`config.mk`:
```
export PLATFORM = sky130hd
export DESIGN_NAME = note_lane_dropper
export DESIGN_NICKNAME = d
export VERILOG_FILES = /design/src/rtl/rhythm_pkg.sv /design/src/rtl/arrow_sprite_rom.sv /design/src/rtl/note_lane_dropper.sv
export SDC_FILE = /design/constraint.sdc
export NUM_CORES = 1
export LEC_CHECK = 0
export CORE_AREA = 2 2 649 651
export DETAILED_ROUTE_END_ITERATION = 8
export DIE_AREA = 0 0 651 653
export PLACE_DENSITY = 0.3
export SLEW_MARGIN = 10
export SYNTH_ARGS = -nofsm -noshare
export SYNTH_HDL_FRONTEND = slang
export SYNTH_SLANG_ARGS = --single-unit
export TNS_END_PERCENT = 20
```
`constraint.sdc`:
```
create_clock -name frame_clk -period 17.5 [get_ports frame_clk]
set_clock_uncertainty 0.05 [all_clocks]
set_input_delay 4.375 -clock frame_clk [delete_from_list [all_inputs] [get_ports frame_clk]]
set_output_delay 4.375 -clock frame_clk [all_outputs]
set_load 0.03 [all_outputs]
```
`src/rtl/rhythm_pkg.sv`:
```
// Shared types and constants for the rhythm-game lane logic.
// State/grade enums, keycodes and the 40x40 arrow bitmap builder.
package rhythm_pkg;

  typedef enum logic [1:0] {
    ST_HALTED,
    ST_WAIT,
    ST_FALL,
    ST_DONE
  } state_t;

  typedef enum logic [1:0] {
    G_MISS    = 2'd0,
    G_GOOD    = 2'd1,
    G_PERFECT = 2'd2
  } grade_t;

  localparam logic [7:0] KEY_START   = 8'h2c;
  localparam logic [7:0] KEY_RESTART = 8'h01;

  localparam int SPR_W    = 40;
  localparam int SPR_H    = 40;
  localparam int SPR_BITS = SPR_W * SPR_H;

  // Up arrow: triangular head in rows 0..19, shaft cols 14..25 below.
  function automatic logic up_px(int r, int c);
    int d;
    d = (c < 20) ? (19 - c) : (c - 20);
    if (r < 20)
      return (d <= r);
    return (c >= 14) && (c <= 25);
  endfunction

  // Rotate the up arrow clockwise by dir quarter turns.
  function automatic logic [SPR_BITS-1:0] arrow_bitmap(int dir);
    logic [SPR_BITS-1:0] bm;
    bm = '0;
    for (int r = 0; r < SPR_H; r++) begin
      for (int c = 0; c < SPR_W; c++) begin
        case (dir)
          1:       bm[r*SPR_W+c] = up_px(39 - c, r);
          2:       bm[r*SPR_W+c] = up_px(39 - r, c);
          3:       bm[r*SPR_W+c] = up_px(c, r);
          default: bm[r*SPR_W+c] = up_px(r, c);
        endcase
      end
    end
    return bm;
  endfunction

endpackage

```
`src/rtl/arrow_sprite_rom.sv`:
```
// Constant 40x40 arrow bitmap, bit index = row*40+col.
// DIR picks orientation: 0=up, 1=right, 2=down, 3=left.
module arrow_sprite_rom
  import rhythm_pkg::*;
#(
  parameter int DIR = 0
) (
  output logic [SPR_BITS-1:0] bitmap
);

  localparam logic [SPR_BITS-1:0] BITMAP =
    arrow_bitmap(DIR);

  assign bitmap = BITMAP;

endmodule

```
`src/rtl/note_lane_dropper.sv`:
```
// One falling note lane: arm, delay, fall, judge hit or miss.
// Optional DROPPER_PERFECT_GRADE_EN adds perfect grading near window centre.
module note_lane_dropper
  import rhythm_pkg::*;
#(
  parameter int         X_START     = 100,
  parameter int         Y_START     = 100,
  parameter int         Y_MAX       = 400,
  parameter int         HIT_LO      = 340,
  parameter int         HIT_HI      = 400,
  parameter int         SPRITE_H    = 40,
  parameter int         START_DELAY = 1820,
  parameter int         SPEED       = 1,
  parameter logic [7:0] LANE_KEY    = 8'h1a,
  parameter int         DIR         = 0
`ifdef DROPPER_PERFECT_GRADE_EN
  ,
  parameter int         PERFECT_TOL = 8
`endif
) (
  input  logic                frame_clk,
  input  logic                Reset,
  input  logic [7:0]          keycode,
  input  logic [7:0]          keycode_second,
  output logic [9:0]          dropX,
  output logic [9:0]          dropY,
  output logic [SPR_BITS-1:0] arrow,
  output logic                visible,
  output logic                score,
  output logic                hit_pulse,
  output logic                miss_pulse,
  output logic [1:0]          grade
);

  localparam logic [10:0] Y0    = 11'(Y_START);
  localparam logic [10:0] H     = 11'(SPRITE_H);
  localparam logic [10:0] YMAX  = 11'(Y_MAX);
  localparam logic [10:0] Y_LIM = 11'(Y_MAX - SPRITE_H);
  localparam logic [10:0] LO    = 11'(HIT_LO);
  localparam logic [10:0] HI    = 11'(HIT_HI);
  localparam logic [10:0] STEP  = 11'(SPEED);
  localparam logic [11:0] DLY   = 12'(START_DELAY);

  state_t      state;
  state_t      state_nxt;
  logic [11:0] counter;
  logic [10:0] drop_y;
  logic        prev_key;
  grade_t      grade_q;

  logic [SPR_BITS-1:0] rom_bits;

  logic        key_now;
  logic        press;
  logic        start_key;
  logic        restart_key;
  logic [10:0] lower;
  logic [10:0] moved;
  logic [10:0] moved_clamp;
  logic        at_bottom;
  logic        in_window;
  logic        fall_hit;
  grade_t      hit_grade;

  arrow_sprite_rom #(
    .DIR(DIR)
  ) u_rom (
    .bitmap(rom_bits)
  );

  assign key_now = (keycode == LANE_KEY) ||
                   (keycode_second == LANE_KEY);
  assign press   = key_now && !prev_key;

  assign start_key   = (keycode == KEY_START) ||
                       (keycode_second == KEY_START);
  assign restart_key = (keycode == KEY_RESTART) ||
                       (keycode_second == KEY_RESTART);

  assign lower       = drop_y + H;
  assign moved       = drop_y + STEP;
  assign moved_clamp = (moved > Y_LIM) ? Y_LIM : moved;
  assign at_bottom   = (lower >= YMAX);
  assign in_window   = (lower >= LO) && (lower < HI);
  assign fall_hit    = !at_bottom && press && in_window;

`ifdef DROPPER_PERFECT_GRADE_EN
  localparam logic [10:0] MID = 11'((HIT_LO + HIT_HI) / 2);
  localparam logic [10:0] TOL = 11'(PERFECT_TOL);
  logic [10:0] dist;
  assign dist = (lower >= MID) ? (lower - MID) : (MID - lower);
  assign hit_grade = (dist <= TOL) ? G_PERFECT : G_GOOD;
`else
  assign hit_grade = G_GOOD;
`endif

  // State register.
  always_ff @(posedge frame_clk) begin
    if (Reset) state <= ST_HALTED;
    else       state <= state_nxt;
  end

  // Next-state decode; bottom miss outranks a same-frame press.
  always_comb begin
    state_nxt = state;
    unique case (state)
      ST_HALTED: if (start_key) state_nxt = ST_WAIT;
      ST_WAIT:   if (counter == DLY) state_nxt = ST_FALL;
      ST_FALL:   if (at_bottom || fall_hit) state_nxt = ST_DONE;
      ST_DONE:   if (restart_key) state_nxt = ST_HALTED;
      default:   state_nxt = ST_HALTED;
    endcase
  end

  // Datapath: delay counter, sprite motion, judgement and key edge.
  always_ff @(posedge frame_clk) begin
    if (Reset) begin
      counter    <= '0;
      drop_y     <= Y0;
      score      <= 1'b0;
      hit_pulse  <= 1'b0;
      miss_pulse <= 1'b0;
      grade_q    <= G_MISS;
      prev_key   <= 1'b0;
    end else begin
      prev_key   <= key_now;
      hit_pulse  <= 1'b0;
      miss_pulse <= 1'b0;
      unique case (state)
        ST_HALTED: begin
          if (start_key) begin
            counter <= '0;
            drop_y  <= Y0;
            score   <= 1'b0;
            grade_q <= G_MISS;
          end
        end
        ST_WAIT: counter <= counter + 12'd1;
        ST_FALL: begin
          if (at_bottom) begin
            miss_pulse <= 1'b1;
            grade_q    <= G_MISS;
          end else if (fall_hit) begin
            hit_pulse <= 1'b1;
            score     <= 1'b1;
            grade_q   <= hit_grade;
          end else begin
            drop_y <= moved_clamp;
          end
        end
        default: ;
      endcase
    end
  end

  // Outputs derived from state and datapath registers.
  always_comb begin
    visible = (state == ST_WAIT) || (state == ST_FALL);
    arrow   = visible ? rom_bits : '0;
    dropX   = 10'(X_START);
    dropY   = drop_y[9:0];
    grade   = grade_q;
  end

endmodule

```
---- Word-level counts from Yosys, hierarchy flattened ----
Cells that the tools add are included.
storage, ports and cells
  ROM bits ................................ 0
  latch bits .............................. 0
  output and inout port bits .............. 1626
  memories kept ........................... 0
  register bits after elaboration ......... 31
  input port bits ......................... 18
  logic and storage cells ................. 78
  memory bits (writable) .................. 0
operators by class
  shift operators ......................... 0
  add/subtract/negate cells ............... 3
  divide/modulo/power cells ............... 0
  multipliers ............................. 0
  eq/ne operators ......................... 18
  reductions and logical operators ........ 21
  order comparisons ....................... 4
  muxes and demuxes ....................... 23
  bitwise logic cells ..................... 1
operators with widths
  operator                                                                               count
  1586-bit 2-to-1 mux                                                                    1
  11-bit 2-to-1 mux                                                                      4
  12-bit one-hot mux with 2 select lines                                                 1
  11-bit by 9-bit greater-or-equal comparator with 1-bit output (second input constant)  2
  11-bit one-hot mux with 2 select lines                                                 1
  8-bit by 1-bit equality test with 1-bit output (second input constant)                 2
  8-bit by 5-bit equality test with 1-bit output (second input constant)                 2
  8-bit by 6-bit equality test with 1-bit output (second input constant)                 2
  2-bit 2-to-1 mux                                                                       7
  2-bit inequality test (second input constant)                                          7
  12-bit by 1-bit adder with 12-bit output (second input constant)                       1
  12-bit by 11-bit equality test with 1-bit output (second input constant)               1
  12-bit 2-to-1 mux                                                                      1
  4-bit AND reduction                                                                    3
  11-bit by 1-bit adder with 11-bit output (second input constant)                       1
  11-bit by 6-bit adder with 11-bit output (second input constant)                       1
  11-bit by 9-bit > comparator with 1-bit output (second input constant)                 1
  11-bit by 9-bit < comparator with 1-bit output (second input constant)                 1
  2-bit one-hot mux with 4 select lines                                                  1
  1-bit logical OR                                                                       5
  1-bit 2-to-1 mux                                                                       5
  2-bit equality test (second input constant)                                            2
  1-bit logical AND                                                                      4
  2-bit one-hot mux with 2 select lines                                                  1
  other kinds (11)                                                                       13

---- Longest topological paths before layout ----
  depth in word-level cells ............... 8
  depth in mapped cells ................... 11
  depth with buffers taken out ............ 9

---- By module ----
A second synthesis with hierarchy kept.
second synthesis, totals
  cell total of the unflattened synthesis .. 3659
  area, all modules ....................... 25030.3 um^2
by module, submodules not included
  module             cells an instance  area each (um^2)  times used
  note_lane_dropper  2057               13011.2           1
  arrow_sprite_rom   1602               12019.0           1

---- Worst setup path before layout ----
OpenSTA, ideal clock, no wires.
  path kind ............................... register -> output
  start ................................... reg state[0]
  end ..................................... out arrow[100]
  stages on the path, launching flop included .. 4
  arrival time ............................ 11.907 ns
  buffers on the path ..................... 1
  path slack .............................. 1.168 ns
  cells stage by stage .................... dfxtp_1 inv_1 ha_1 buf_4
between the ends
  cells in the longest elaborated chain, start to end .. 3
  elaborated cells on any way between the ends .. 4
  classes of those cells .................. eq/ne: 2; mux: 1; reduce/logical: 1
RTL lines
  item                                                                                   RTL line                  RTL
  from (decl)                                                                            note_lane_dropper.sv:44   state_t state;
  from (signal assigned)                                                                 note_lane_dropper.sv:100  else state <= state_nxt;
  2-bit by 1-bit equality test with 1-bit output or 2-bit equality test (tied branches)  note_lane_dropper.sv:158  visible = (state == ST_WAIT) || (state == ST_FALL);
  1-bit logical OR (*)                                                                   note_lane_dropper.sv:158
  via visible                                                                            note_lane_dropper.sv:28   output logic visible,
  1586-bit 2-to-1 mux (*)                                                                note_lane_dropper.sv:159  arrow = visible ? rom_bits : '0;
  to (decl)                                                                              note_lane_dropper.sv:27   output logic [SPR_BITS-1:0] arrow,
Mark *: on every way through the listed nets, which the timed path passes. The rest lies on a longest branch.

---- Final worst setup path ----
  start ................................... reg state[1]
  end ..................................... out arrow[941]
between the ends
  cells in the longest elaborated chain, start to end .. 3
  elaborated cells on any way between the ends .. 4
  classes of those cells .................. eq/ne: 2; mux: 1; reduce/logical: 1
RTL lines
  item                                                                                   RTL line
  2-bit by 1-bit equality test with 1-bit output or 2-bit equality test (tied branches)  note_lane_dropper.sv:158
  1-bit logical OR (*)                                                                   note_lane_dropper.sv:158
  1586-bit 2-to-1 mux (*)                                                                note_lane_dropper.sv:159
Every way passes the cells marked *; elsewhere a longest branch is shown, timed or not.

==> results.sh <==
export IMPL_status="completed"
export IMPL_grt_pass1_wl_um=33700
export IMPL_initial_core_util_pct=3.44
export IMPL_drtIter0Drc=129
export IMPL_worst_pin_slew_ns=0.792
export IMPL_required_ns=13.08
export IMPL_synth_seq_area_share_pct=4.18
export IMPL_cp_arrival_ns=3.88
export IMPL_crit_end="arrow[941]"
export IMPL_core_area_um2=418000
export IMPL_hold_buffers=0
export IMPL_worstSetupEndpointType="output pin"
export IMPL_synth_top_area_share_pct=84.7
export IMPL_hold_path_class="flip-flop to flip-flop"
export IMPL_slew_viol_final=0
export IMPL_synth_top_cells_by_area="buf_4 (85%), dfxtp_1 (4.2%), ha_1 (0.96%)"
export IMPL_io_buffers=692
export IMPL_antenna_found_initial=1
export IMPL_synthFlopType="dfxtp_1"
export IMPL_die_area_um2=425000
export IMPL_ys_warn_count=0
export IMPL_r2r_cells=8
export IMPL_drv_cap=0
export IMPL_insertion_delay_ns=0.28
export IMPL_cts_clk_slew_worst_paths_ns=0.05
export IMPL_cts_sinks=30
export IMPL_use_met2_pct=2.20
export IMPL_power_density_nw_per_um2=166
export IMPL_hold_violations=0
export IMPL_pin_count=1644
export IMPL_routed_wl_um=28200
export IMPL_yosysTopAreaCell="buf_4"
export IMPL_worst_hold_slack_ns=0.432
export IMPL_grt_pass1_vias=5247
export IMPL_rows=238
export IMPL_die_y_um=653
export IMPL_nets=1932
export IMPL_finalSetupViolCount=0
export IMPL_grt_start_max_net_pins=185
export IMPL_rsz0062_at_grt="false"
export IMPL_period_share_pct=47.4
export IMPL_gp_congestion=0.596
export IMPL_drive_above_1_share_pct=2.05
export IMPL_clock_tree_root_cell="clkbuf_16"
export IMPL_gr_usage_met3_pct=0.0691
export IMPL_synth_most_common_cell="buf_4"
export IMPL_fin_setup_tns_ns=0
export IMPL_slew_headroom_pct=47.2
export IMPL_die_x_um=651
export IMPL_synthCells=1882
export IMPL_worstSetupStartpoint="state[1]$_SDFFE_PP0P_"
export IMPL_cts_made_buffers=5
export IMPL_wl_per_cell_um=3.80
export IMPL_vdd_ir_drop_max_v=0.0000967
export IMPL_startpoint_type="flip-flop"
export IMPL_h_tree_depth=2
export IMPL_syn_area_per_cell_um2=7.64
export IMPL_cts_resized=0
export IMPL_clock_tree_buffer_depth=2
export IMPL_worstSetupPathType="flip-flop to output pin"
export IMPL_rr_endpoint="drop_y[5]$_SDFFE_PP1P_"
export IMPL_num_antenna_cells=0
export IMPL_final_min_clock_period_ns=8.30
export IMPL_yosys_top_cells_count="buf_4 (1622), dfxtp_1 (30), nor2_1 (27)"
export IMPL_fin_area_um2=19800
export IMPL_leakage_nw=6.38
export IMPL_r2r_start="drop_y[3]$_SDFFE_PP0P_"
export IMPL_busiest_layer="met2"
export IMPL_grt_overflow=0
export IMPL_power_total_mw=3.29
export IMPL_syn_cell_area_um2=14400
export IMPL_use_met1_pct=0.979
export IMPL_drt_vias_per_instance=0.973
export IMPL_ys_types=73
export IMPL_post_cts_buffers=0
export IMPL_dr_pass1_iters=4
export IMPL_areaGrowthSynthToFinish_pct=37.5
export IMPL_r2r_slack_ns=14.08
export IMPL_synth_edf_count=0
export IMPL_dp_hpwl_um=24400
export IMPL_synth_seq_cells=30
export IMPL_cts_tree="yes"
export IMPL_fmax_mhz=120
export IMPL_synth_async_sr_flop_share_pct=0
export IMPL_drc=0
export IMPL_vias=7225
export IMPL_postRouteAntennaNets=0
export IMPL_grtUsageTotal_pct=0.985
export IMPL_place_area_um2=19600
export IMPL_critPathMaxFanout=184
layout by cell type, fill, tap and decap left out, drive strengths merged, types with 4 or more instances in the layout:
cell	instances
dfxtp	30
nand3b	5
a21oi	8
clkdlybuf4s50	690
nand2	21
xor2	7
a21boi	8
nor3	4
or2	4
a31oi	5
conb	951
nand4b	5
xnor2	6
o21ai	9
inv	11
nor4	4
clkbuf	6
buf	12
nor2	28
nand3	9
ha	11
nand2b	5
and4b	4
critical path: stages (launching register included):
cell,delay [ns]
dfxtp_1,0.37
inv_1,0.10
ha_4,0.59
buf_4,0.50
buf_4,0.47
buf_12,0.43
clkdlybuf4s50_1,0.81
kinds of logic (layout without fill, tap and decap cells):
family                   after synthesis  in the layout  synth area share [%]
XOR/XNOR                              13             13                 0.792
flip-flops                            30             30                  4.18
adder cells (fa/ha/maj)               11             11                 0.957
multiplexers                           3              3                 0.209
other                                  2            951                0.0522
buffers and inverters               1648            720                  85.7
AND/OR/NAND/NOR                      111            111                  4.54
AO/OA/AOI/OAI                         64             64                  3.57
area by class of cell:
| type | count | area (µm²) |
|---|---|---|
| Clock inverter | 1 | 30.0 |
| Clock buffer | 6 | 139 |
| Inverter | 11 | 41.3 |
| Multi-Input combinational cell | 1153 | 5030 |
| Tap cell | 5520 | 6910 |
| Timing Repair Buffer | 702 | 7020 |
| Sequential cell | 30 | 601 |
| Fill cell | 49564 | 399000 |
worst min-delay path by stage:
stage          cells after the start                      end                     from
2_1_floorplan                      2  counter[1]$_SDFFE_PP0P_  counter[1]$_SDFFE_PP0P_
3_3_place_gp                       2    grade[0]$_SDFFE_PP0P_    grade[0]$_SDFFE_PP0P_
3_5_place_dp                       2    grade[0]$_SDFFE_PP0P_    grade[0]$_SDFFE_PP0P_
4_1_cts                            2    grade[0]$_SDFFE_PP0P_    grade[0]$_SDFFE_PP0P_
5_1_grt                            2    grade[0]$_SDFFE_PP0P_    grade[0]$_SDFFE_PP0P_
6_report                           2    grade[0]$_SDFFE_PP0P_    grade[0]$_SDFFE_PP0P_
per-layer routing:
| layer | vias to the layer above | wire length, µm | part of all wire, % |
|---|---|---|---|
| met4 | 0 | 119 | 0.42 |
| met3 | 11 | 2310 | 8.2 |
| met1 | 3212 | 8510 | 30 |
| li1 | 3296 | - | - |
| met2 | 706 | 17200 | 61 |
| met5 | - | 0 | 0 |
state kept, by name (all words and copies together), names as in the netlist:
name        count
miss_pulse      1
grade           1
prev_key        1
counter        12
state           2
score           1
drop_y         11
hit_pulse       1
power by group:
part	switching, mW	leakage [nW]	internal, mW
registers	0.000968	0.242	0.0695
clock network	0.0327	0.0829	0.0702
logic	2.04	6.06	1.07
total	2.07	6.38	1.21
per-stage QoR:
stage / instances / setup slack (ns) / utilization, %
floorplan: 2831 / 1.17 / -
global placement: 7416 / 9.28 / 4.68
detailed placement: 7416 / 9.35 / 4.68
CTS: 7423 / 9.02 / 4.73
global route: 7423 / 8.78 / 4.73
finish: 7423 / 9.20 / 4.73
(Power assumes the default switching activity.)
